File: src/rtl/serial_adder_pkg.sv
// Shared definitions for the bit-serial adder: FSM state encoding, counter
// sizing and the half-adder primitive the bit cell is built from.
package serial_adder_pkg;

    typedef logic [1:0] state_t;

    localparam state_t ST_IDLE = 2'd0;
    localparam state_t ST_RUN  = 2'd1;
    localparam state_t ST_DONE = 2'd2;

    // Bit counter only has to reach WIDTH-1; keep at least one bit.
    function automatic int cnt_width(input int w);
        return (w < 2) ? 1 : $clog2(w);
    endfunction

    // Returns {carry, sum}.
    function automatic logic [1:0] half_add(input logic x, input logic y);
        return {x & y, x ^ y};
    endfunction

endpackage

File: src/rtl/serial_adder_if.sv
// Start/done handshake and operand/result bus of the serial adder.
// SERIAL_ADDER_OVF_EN adds the signed-overflow flag ovf.
interface serial_adder_if #(
    parameter int WIDTH = 8
);
    logic             start;
    logic [WIDTH-1:0] a;
    logic [WIDTH-1:0] b;
    logic             cin;
    logic             busy;
    logic             done;
    logic [WIDTH-1:0] sum;
    logic             cout;
`ifdef SERIAL_ADDER_OVF_EN
    logic             ovf;

    modport master (output start, a, b, cin, input busy, done, sum, cout, ovf);
    modport slave  (input start, a, b, cin, output busy, done, sum, cout, ovf);
`else
    modport master (output start, a, b, cin, input busy, done, sum, cout);
    modport slave  (input start, a, b, cin, output busy, done, sum, cout);
`endif
endinterface

File: src/rtl/serial_fa_cell.sv
// Combinational full-adder bit cell: two half adders plus an OR on the carries.
module serial_fa_cell
    import serial_adder_pkg::*;
(
    input  logic a_i,
    input  logic b_i,
    input  logic c_i,
    output logic s_o,
    output logic c_o
);
    logic [1:0] ha0;
    logic [1:0] ha1;

    always_comb begin
        ha0 = half_add(a_i, b_i);
        ha1 = half_add(ha0[0], c_i);
        s_o = ha1[0];
        c_o = ha0[1] | ha1[1];
    end
endmodule

File: src/rtl/serial_adder.sv
// Bit-serial WIDTH-bit adder, LSB first, one bit per clock, start/done handshake.
// Optional signed-overflow output enabled by SERIAL_ADDER_OVF_EN.
module serial_adder
    import serial_adder_pkg::*;
#(
    parameter int WIDTH = 8
) (
    input  logic          clk,
    input  logic          rst_n,
    serial_adder_if.slave bus
);
    localparam int CNT_W = cnt_width(WIDTH);

    state_t             state_q, state_d;
    logic [CNT_W-1:0]   cnt_q;
    logic [WIDTH-1:0]   a_sh_q;
    logic [WIDTH-1:0]   b_sh_q;
    logic [WIDTH-1:0]   sum_q;
    logic               c_q;
    logic               cout_q;
    logic               fa_s;
    logic               fa_c;
    logic               last_bit;
    logic               accept;
    logic               busy;
    logic               done;

    assign last_bit = (cnt_q == CNT_W'(WIDTH - 1));
    assign accept   = bus.start && (state_q == ST_IDLE || state_q == ST_DONE);

    serial_fa_cell u_fa (
        .a_i (a_sh_q[0]),
        .b_i (b_sh_q[0]),
        .c_i (c_q),
        .s_o (fa_s),
        .c_o (fa_c)
    );

    always_ff @(posedge clk or negedge rst_n) begin
        if (!rst_n) state_q <= ST_IDLE;
        else        state_q <= state_d;
    end

    always_comb begin
        state_d = state_q;
        unique case (state_q)
            ST_IDLE: if (bus.start) state_d = ST_RUN;
            ST_RUN:  if (last_bit)  state_d = ST_DONE;
            ST_DONE: state_d = bus.start ? ST_RUN : ST_IDLE;
            default: state_d = ST_IDLE;
        endcase
    end

    always_comb begin
        busy = (state_q == ST_RUN);
        done = (state_q == ST_DONE);
    end

    // Sum bits enter at the MSB so that after WIDTH shifts bit 0 sits at sum[0].
    always_ff @(posedge clk or negedge rst_n) begin
        if (!rst_n) begin
            cnt_q  <= '0;
            a_sh_q <= '0;
            b_sh_q <= '0;
            sum_q  <= '0;
            c_q    <= 1'b0;
            cout_q <= 1'b0;
        end else if (accept) begin
            a_sh_q <= bus.a;
            b_sh_q <= bus.b;
            c_q    <= bus.cin;
            cnt_q  <= '0;
        end else if (state_q == ST_RUN) begin
            sum_q  <= {fa_s, sum_q[WIDTH-1:1]};
            a_sh_q <= {1'b0, a_sh_q[WIDTH-1:1]};
            b_sh_q <= {1'b0, b_sh_q[WIDTH-1:1]};
            c_q    <= fa_c;
            if (last_bit) begin
                cnt_q  <= '0;
                cout_q <= fa_c;
            end else begin
                cnt_q  <= cnt_q + 1'b1;
            end
        end
    end

`ifdef SERIAL_ADDER_OVF_EN
    logic ovf_q;

    // On the MSB, c_q is the carry into the MSB and fa_c the carry out of it.
    always_ff @(posedge clk or negedge rst_n) begin
        if (!rst_n)                                         ovf_q <= 1'b0;
        else if (!accept && state_q == ST_RUN && last_bit) ovf_q <= c_q ^ fa_c;
    end

    assign bus.ovf = ovf_q;
`endif

    assign bus.busy = busy;
    assign bus.done = done;
    assign bus.sum  = sum_q;
    assign bus.cout = cout_q;
endmodule

File: src/flat_wrapper.sv
// flat-port wrapper written by rule: the top's interface ports become plain ports
module serial_adder_flat import serial_adder_pkg::*;
#(
    parameter int WIDTH = 8
)
  (clk, rst_n, bus_start, bus_a, bus_b, bus_cin, bus_busy, bus_done, bus_sum, bus_cout);
  serial_adder_if #(.WIDTH(WIDTH)) bus_i ();
  input  logic clk;
  input  logic rst_n;
  input wire logic [$bits(bus_i.start)-1:0] bus_start;
  input wire logic [$bits(bus_i.a)-1:0] bus_a;
  input wire logic [$bits(bus_i.b)-1:0] bus_b;
  input wire logic [$bits(bus_i.cin)-1:0] bus_cin;
  output wire logic [$bits(bus_i.busy)-1:0] bus_busy;
  output wire logic [$bits(bus_i.done)-1:0] bus_done;
  output wire logic [$bits(bus_i.sum)-1:0] bus_sum;
  output wire logic [$bits(bus_i.cout)-1:0] bus_cout;
  assign bus_i.start = bus_start;
  assign bus_i.a = bus_a;
  assign bus_i.b = bus_b;
  assign bus_i.cin = bus_cin;
  assign bus_busy = bus_i.busy;
  assign bus_done = bus_i.done;
  assign bus_sum = bus_i.sum;
  assign bus_cout = bus_i.cout;
  serial_adder #(.WIDTH(WIDTH)) u_core (.clk(clk), .rst_n(rst_n), .bus(bus_i));
endmodule
File: config.mk
export PLATFORM = sky130hd
export DESIGN_NAME = serial_adder_flat
export DESIGN_NICKNAME = d
export VERILOG_FILES = /design/src/rtl/serial_adder_pkg.sv /design/src/rtl/serial_adder_if.sv /design/src/rtl/serial_fa_cell.sv /design/src/rtl/serial_adder.sv /design/src/flat_wrapper.sv
export SDC_FILE = /design/constraint.sdc
export NUM_CORES = 1
export LEC_CHECK = 0
export CAP_MARGIN = 10
export CORE_ASPECT_RATIO = 0.9
export CORE_MARGIN = 3
export CORE_UTILIZATION = 55
export CTS_CLUSTER_DIAMETER = 60
export DETAILED_ROUTE_END_ITERATION = 7
export PLACE_DENSITY_LB_ADDON = 0.05
export SLEW_MARGIN = 20
export SYNTH_ARGS = -nofsm -noshare
export SYNTH_HDL_FRONTEND = slang
export SYNTH_HIERARCHICAL = 1
export SYNTH_SLANG_ARGS = --single-unit
File: constraint.sdc
create_clock -name clk -period 2.3 [get_ports clk]
set_input_delay 0.46 -clock clk [delete_from_list [all_inputs] [get_ports clk]]
set_output_delay 0.46 -clock clk [all_outputs]
set_load 0.02 [all_outputs]
==> results of run 1 <==
-- final timing paths --
kind                       slack (ns)                 to  cells after the start         startpoint
setup / recovery                 0.22           bus_busy                      3  u_core/state_q[1]
hold / removal                   0.52    u_core/cnt_q[1]                      2              rst_n
setup reg to reg                 0.84    u_core/cnt_q[2]                      4    u_core/cnt_q[0]
hold reg to reg                  0.53  u_core/bus.sum[0]                      1  u_core/bus.sum[0]
max in group asynchronous        1.49   u_core/a_sh_q[2]                      2              rst_n
min in group clk                 0.53  u_core/bus.sum[0]                      1  u_core/bus.sum[0]
-- cells by family (layout without fill, tap and decap cells) --
family,after synthesis,in the layout,synth area share (%)
buf+inv,12,45,5.855
mux,58,58,37.95
compound gates,7,7,3.043
simple gates,8,8,3.270
flops,31,31,47.15
fa+ha+maj,3,3,2.737
-- power groups by stage --
stage               sequential, uW  clock [uW]  combinational, uW
CTS                           1000         374               1210
finish                         995         356               1190
global placement               993           0               1170
global route                  1040         395               1290
detailed placement            1010           0               1200
floorplan                     1050           0                834
-- cells in the final DEF, fill, tap and decap left out, drive strengths merged --
cell / n
clkdlybuf4s50: 30
a2bb2oi: 1
nand3: 2
o22ai: 1
nand3b: 1
inv: 3
fa: 1
a22o: 2
mux2: 11
o21ai: 2
nand2b: 1
or3: 1
mux2i: 47
buf: 4
dfrtp: 31
ha: 2
clkbuf: 8
a21boi: 1
nor2: 1
nor2b: 2
-- per-layer routing --
layer | vias to the layer above | wire length (microns)
met5 | - | 0
met4 | 0 | 39
met3 | 5 | 177
met2 | 30 | 1265
met1 | 510 | 1171
li1 | 493 | -
-- final cells by class --
| class | instances | share of cell area, % |
|---|---|---|
| sequential | 31 | 38.61 |
| multi-input combinational | 76 | 38.48 |
| timing repair buffer | 34 | 16.44 |
| clock buffer | 8 | 3.425 |
| tap | 40 | 2.491 |
| inverter | 3 | 0.5604 |
-- flip-flops by register name (all words and copies together), names as in the netlist --
name and cells:
u_core/a_sh_q 8, u_core/b_sh_q 8, u_core/bus.sum 8, u_core/cnt_q 3, u_core/state_q 2, u_core/bus.cout 1
u_core/c_q 1
-- per-stage QoR --
stage                     total power, uW  cells  area, sq um
after global placement               2158    184         1941
after detailed placement             2214    184         1941
after global routing                 2726    192         2009
after floorplan                      1889    119         1645
after CTS                            2580    192         2009
final                                2538    192         2009
-- critical path, delay by kind of cell, from the launching register on --
| kind | cells | cell delay, ns |
|---|---|---|
| buffers and inverters | 2 | 0.67 |
| DFF | 1 | 0.40 |
| and+or+nand+nor | 1 | 0.23 |
==> results.toml, run 1 <==
[status]
status = "complete, no violations"

[clock_network]
root_buffer = "clkbuf_4"
clk_pin_slew_ns = 0.09
cts.sinks = 31
cts_buffers = 5
cts_hold_buf = 0
cts_buffer_depth = 2
post_cts_resized = 0
htree_levels = 2
clkLatencyLatePin_ns = 0.32
post_cts_buffers = 0
cts_tree = "done"

[synthesis]
syn-num-nets = 142
yosysWarnings = 6
yosysSeqAreaShare_pct = 47.15
syn_area_per_cell_sq_um = 13.83
synth_edf_count = 0
yosysTopAreaCell = "dfrtp_1"
synthArstFlopShare_pct = 100.0
synthTopCellsByCount = "47 x mux2i_1, 31 x dfrtp_1, 8 x mux2_4"
yosys-top-cells-area = "dfrtp_1 47%, mux2i_1 29%, mux2_4 7.3%, mux2_2 2.1%, ha_1 1.5%"
synth.distinct_cells = 23
synth_most_common_cell = "mux2i_1"
synth_seq_cells = 31
synth-main-ff-cell = "dfrtp_1"
synth_top_area_share_pct = 47.15
syn_inst = 119
synthesis.area_sq_um = 1645

[final_layout]
antenna_cells = 0
multi_input_area_sq_um = 773.2
layout-drive-gt1-share_pct = 15.13
regArea_sq_um = 775.7
nFillCells = 230
nNetsFinal = 174
syn_to_final_growth_pct = 22.13
post-route-util_pct = 71.95

[die]
core-area_sq_um = 2793
ios = 31
start_util_pct = 58.92
die_w_microns = 63.66
rows = 18
dieHeight_microns = 57.89
die-area_sq_um = 3685

[placement]
io_buffers = 30
hpwl_microns = 1838
gp_congestion = 0.7150
pre_cts_slack_ns = 0.5636

[pwr]
pwr-share-seq_pct = 39.2
switchingPower_uw = 869.9
p_comb_share_pct = 46.8
p_int_uw = 1669
power_density_nw_per_um2 = 1263
clockPowerShare_pct = 14.0
vdd.ir_drop.worst_mv = 0.7181
cellLeakagePower_uw = 0.0009462
swShare_pct = 34.27

[worst_hold_path]
hp-class = "in2async"

[grt]
grt_pass1_vias = 1019
use_met3_pct = 5.426
grt_use_met2_pct = 26.49
grt_max_degree = 32
grt_busiest_layer = "met2"
met1_usage_pct = 20.72
overflow = 0
antenna_found_initial = 0
grt_usage_pct = 16.81
grt_pass1_wl_microns = 4678

[setup_path]
path_cells = "nand2b_4 -> inv_1 -> clkdlybuf4s50_1"
slowest_stage = "clkdlybuf4s50_1"
critPathMaxFanout = 10
cpPeakStageDelay_ns = 0.60
startpoint_type = "flip-flop"
crit_arrival_ns = 1.62
critPathCaptureType = "output port"
crit_required_ns = 1.84
critPathKind = "reg2out"

[drt]
dr.pass1.iters = 4
drc = 0
drt-vias-per-instance = 5.406
wl_per_cell_microns = 13.82
final_antenna_net_count = 0
totalWireLength_microns = 2653
vias = 1038
drtIter0Drc = 29

[timing]
setup_viol = 0
maxSlewViolCount = 0
final.setup.tns_ns = 0
holdWs_ns = 0.5209
skew_ns = 0.003072
finalHoldViolCount = 0
fin_crit_sh_pct = 90.59
finalWorstSetupSlack_ns = 0.2163
grt_setup_unrepaired = "false"
fmax_ghz = 0.4799
worst_pin_slew_ns = 0.3936
min_period_ns = 2.084
slew_headroom_pct = 73.76

[run]
maxCapViolations = 0
No activity file was read; power rests on OpenSTA's default activity.
==> run 2, diff against run 1 <==
- REMOVE_ABC_BUFFERS: default -> 1
==> results.toml, run 2 (synthesis gave the netlist of run 1 again) <==
[grt]
overflow = 0
antenna_found_initial = 0
grt_usage_pct = 18.68
grt_pass1_vias = 1140
grt_max_degree = 32
grt_pass1_wl_microns = 5181

[drt]
drtIter0Drc = 32
drt-vias-per-instance = 5.397
final_antenna_net_count = 0
dr.pass1.iters = 4
drc = 0
totalWireLength_microns = 2969
vias = 1047
wl_per_cell_microns = 15.30

[setup_path]
startpoint_type = "flip-flop"
reg2regPathDepth = 4
path_cells = "nand2b_4 -> inv_1 -> clkdlybuf4s50_1"
critPathMaxFanout = 10
crit_required_ns = 1.84
regToRegEndpoint = "u_core/cnt_q[2]"
critPathKind = "reg2out"
r2r_start = "u_core/cnt_q[0]"
crit_arrival_ns = 1.63
slowest_stage = "clkdlybuf4s50_1"
rrSetupSlack_ns = 0.82
cpPeakStageDelay_ns = 0.59
critPathCaptureType = "output port"

[placement]
hpwl_microns = 2151
io_buffers = 30
placed_cell_area_sq_um = 1956
gp_congestion = 0.7401

[clock_network]
htree_levels = 2
cts.sinks = 31
clk_pin_slew_ns = 0.09
root_buffer = "clkbuf_4"
cts_tree = "done"
post_cts_buffers = 0
post_cts_resized = 0
cts_hold_buf = 0
cts_buffer_depth = 2
clkLatencyLatePin_ns = 0.32
cts_buffers = 5

[die]
core-area_sq_um = 2793
rows = 18
ios = 31
dieHeight_microns = 57.89
die_w_microns = 63.66
start_util_pct = 58.92
die-area_sq_um = 3685

[final_layout]
layout_common_cells = "47 x mux2i_1, 31 x dfrtp_1, 30 x clkdlybuf4s50_1, 8 x mux2_4, 6 x buf_4"
final_common_cell = "mux2i_1"
antenna_cells = 0
fin_area_sq_um = 2006
layout-drive-gt1-share_pct = 15.58
nNetsFinal = 176
syn_to_final_growth_pct = 21.90

[timing]
setup_viol = 0
skew_ns = 0.003420
final.setup.tns_ns = 0
slew_headroom_pct = 74.25
finalHoldViolCount = 0
worst_pin_slew_ns = 0.3863
maxSlewViolCount = 0
min_period_ns = 2.094
fmax_ghz = 0.4777
holdWs_ns = 0.5312
fin_crit_sh_pct = 91.02
grt_setup_unrepaired = "false"

[pwr]
power_density_nw_per_um2 = 1255
vdd.ir_drop.worst_mv = 0.7839
cellLeakagePower_uw = 0.0009469

[worst_hold_path]
hp-class = "in2async"

[run]
maxCapViolations = 0

[status]
status = "complete, no violations"
## run 2: changes by cell type in the layout (fill, tap and decap cells not counted), sizes merged
cell / before / now
clkinv: 0 / 1
buf: 4 / 6
clkbuf: 8 / 7
## run 2: metal layers
layer / part of all wire (%) / GRT usage [%]
met2: 51 / 32.44
met1: 43 / 21.51
met3: 4.7 / 4.457
met5: 0 / 0
met4: 1.3 / 10.15
## run 2: per-stage QoR
stage	power, uW	util, %	setup WS, ns	cells
6_report	2516	71.82	0.2064	194
5_1_grt	2712	71.82	0.1373	194
4_1_cts	2551	71.82	0.1825	194
3_5_place_dp	2252	70.03	0.5481	186
3_3_place_gp	2182	70.03	0.5679	186
2_1_floorplan	1814	-	0.4593	110
## run 2: critical path, delay by kind of cell, from the launching register on
family | cells | cell delay, ns
buffers and inverters | 2 | 0.67
DFF | 1 | 0.41
and+or+nand+nor | 1 | 0.23
## run 2: area by class of cell
type                            count  area, sq um
Timing Repair Buffer               36        345.3
Inverter                            3        11.26
Sequential cell                    31        775.7
Tap cell                           40        50.05
Fill cell                         232        787.0
Multi-Input combinational cell     76        773.2
Clock inverter                      1        5.005
Clock buffer                        7        45.04
## run 2: worst max-delay path by stage
stage / slack, ns / end / cells past startpoint / start
after global placement: 0.57 / bus_busy / 3 / u_core/state_q[1]
after detailed placement: 0.55 / bus_busy / 3 / u_core/state_q[1]
after CTS: 0.18 / bus_busy / 3 / u_core/state_q[1]
after floorplan: 0.46 / bus_busy / 2 / u_core/state_q[0]
after global routing: 0.14 / bus_busy / 3 / u_core/state_q[1]
final: 0.21 / bus_busy / 3 / u_core/state_q[1]
## run 2: power breakdown
group	switching [uW]	total, uW	internal, uW	leakage (uW)
sequential	207	1010	799	0.000383
clock	174	293	119	0.0000293
combinational	512	1220	705	0.000534
total	894	2520	1620	0.000947
==> run 3, diff against run 2 <==
- CELL_PAD_IN_SITES_DETAIL_PLACEMENT: default -> 1
- CELL_PAD_IN_SITES_GLOBAL_PLACEMENT: default -> 1
- CORE_UTILIZATION: 55 -> 45
==> results.toml, run 3 (synthesis gave the netlist of run 1 again) <==
[timing]
min_period_ns = 2.052
fmax_ghz = 0.4873
grt_setup_unrepaired = "false"
final.setup.tns_ns = 0
holdWs_ns = 0.5215
maxSlewViolCount = 0
slew_headroom_pct = 73.45
finalHoldViolCount = 0
skew_ns = 0.006611
setup_viol = 0
fin_crit_sh_pct = 89.22
worst_pin_slew_ns = 0.3983
finalWorstSetupSlack_ns = 0.2479

[grt]
met1_usage_pct = 18.80
grt_usage_pct = 15.53
antenna_found_initial = 0
grt_use_met2_pct = 25.60
overflow = 0
grt_busiest_layer = "met2"
use_met3_pct = 5.423
grt_max_degree = 32
grt_pass1_wl_microns = 5333
grt_pass1_vias = 1122

[clock_network]
post_cts_resized = 0
cts_buffers = 5
clk_pin_slew_ns = 0.06
htree_levels = 2
post_cts_buffers = 0
clkLatencyLatePin_ns = 0.28
cts_hold_buf = 0
cts.sinks = 31
root_buffer = "clkbuf_8"
cts_tree = "done"
cts_buffer_depth = 2

[pwr]
p_comb_share_pct = 45.9
vdd.ir_drop.worst_mv = 0.5206
swShare_pct = 34.07
pwr-share-seq_pct = 38.1
cellLeakagePower_uw = 0.0009601
switchingPower_uw = 893.6
clockPowerShare_pct = 16.0
power_density_nw_per_um2 = 1285
p_int_uw = 1729

[final_layout]
nNetsFinal = 175
layout-drive-gt1-share_pct = 15.79
nFillCells = 346
syn_to_final_growth_pct = 24.03
final_common_cell = "mux2i_1"
layout_common_cells = "47 x mux2i_1, 31 x dfrtp_1, 30 x clkdlybuf4s50_1, 8 x mux2_4, 6 x clkbuf_8"
antenna_cells = 0

[run]
maxCapViolations = 0

[drt]
final_antenna_net_count = 0
wl_per_cell_microns = 15.28
drtIter0Drc = 22
vias = 1029
drt-vias-per-instance = 5.250
totalWireLength_microns = 2994
drc = 0
dr.pass1.iters = 2

[placement]
pre_cts_slack_ns = 0.5357
io_buffers = 30
hpwl_microns = 2113
gp_congestion = 0.6684

[setup_path]
critPathMaxFanout = 10
r2r_start = "u_core/cnt_q[0]"
critPathKind = "reg2out"
crit_required_ns = 1.84
critPathCaptureType = "output port"
startpoint_type = "flip-flop"
startpoint = "u_core/state_q[1]"
crit_arrival_ns = 1.59

[die]
dieHeight_microns = 63.37
start_util_pct = 47.64
ios = 31
die-area_sq_um = 4419
rows = 20
die_w_microns = 69.74
core-area_sq_um = 3453

[worst_hold_path]
hp-class = "reg2reg"
holdCritStartpoint = "u_core/bus.cout"

[status]
status = "complete, no violations"
## run 3: cell count changes in the layout (fill, tap and decap cells not counted), sizes merged
cell and change:
buf -1, clkbuf -1
## run 3: final timing paths
| path | end | slack, ns | cells past startpoint |
|---|---|---|---|
| setup / recovery | bus_busy | 0.25 | 3 |
| hold / removal | u_core/bus.cout | 0.52 | 1 |
| setup reg to reg | u_core/cnt_q[2] | 0.82 | 4 |
| hold reg to reg | u_core/bus.cout | 0.52 | 1 |
| max in group asynchronous | u_core/a_sh_q[3] | 1.42 | 2 |
| min in group asynchronous | u_core/bus.sum[1] | 0.58 | 2 |
## run 3: metal layers
metal  up-vias  share of wire, %
li1        490                 -
met3         4               5.1
met1       512                44
met5         -                 0
met4         0               1.4
met2        23                49
## run 3: power groups by stage
| stage | Sequential (uW) | Combinational, uW | Clock (uW) |
|---|---|---|---|
| floorplan | 1140 | 676 | 0 |
| global placement | 994 | 1180 | 0 |
| detailed placement | 1020 | 1220 | 0 |
| CTS | 1010 | 1230 | 439 |
| global route | 1050 | 1320 | 463 |
| finish | 1000 | 1200 | 419 |
## run 3: final cells by class
cell class | count | area [sq um] | area share (%)
clock inverter | 1 | 5.005 | 0.2452
inverter | 3 | 11.26 | 0.5518
clock buffer | 6 | 82.58 | 4.047
multi-input combinational | 76 | 773.2 | 37.89
timing repair buffer | 35 | 337.8 | 16.55
sequential | 31 | 775.7 | 38.01
tap | 44 | 55.05 | 2.698
## run 3: critical path, stage by stage (launching register included)
cell	delay, ns
dfrtp_1	0.41
nand2b_4	0.23
inv_1	0.08
clkdlybuf4s50_1	0.60
## run 3: through the flow
stage / cell area (sq um) / util, % / total power [uW] / cells
3_5_place_dp: 1953 / 56.56 / 2242 / 189
4_1_cts: 2041 / 59.09 / 2675 / 196
3_3_place_gp: 1953 / 56.56 / 2172 / 189
2_1_floorplan: 1560 / - / 1814 / 110
5_1_grt: 2041 / 59.09 / 2830 / 196
6_report: 2041 / 59.09 / 2623 / 196
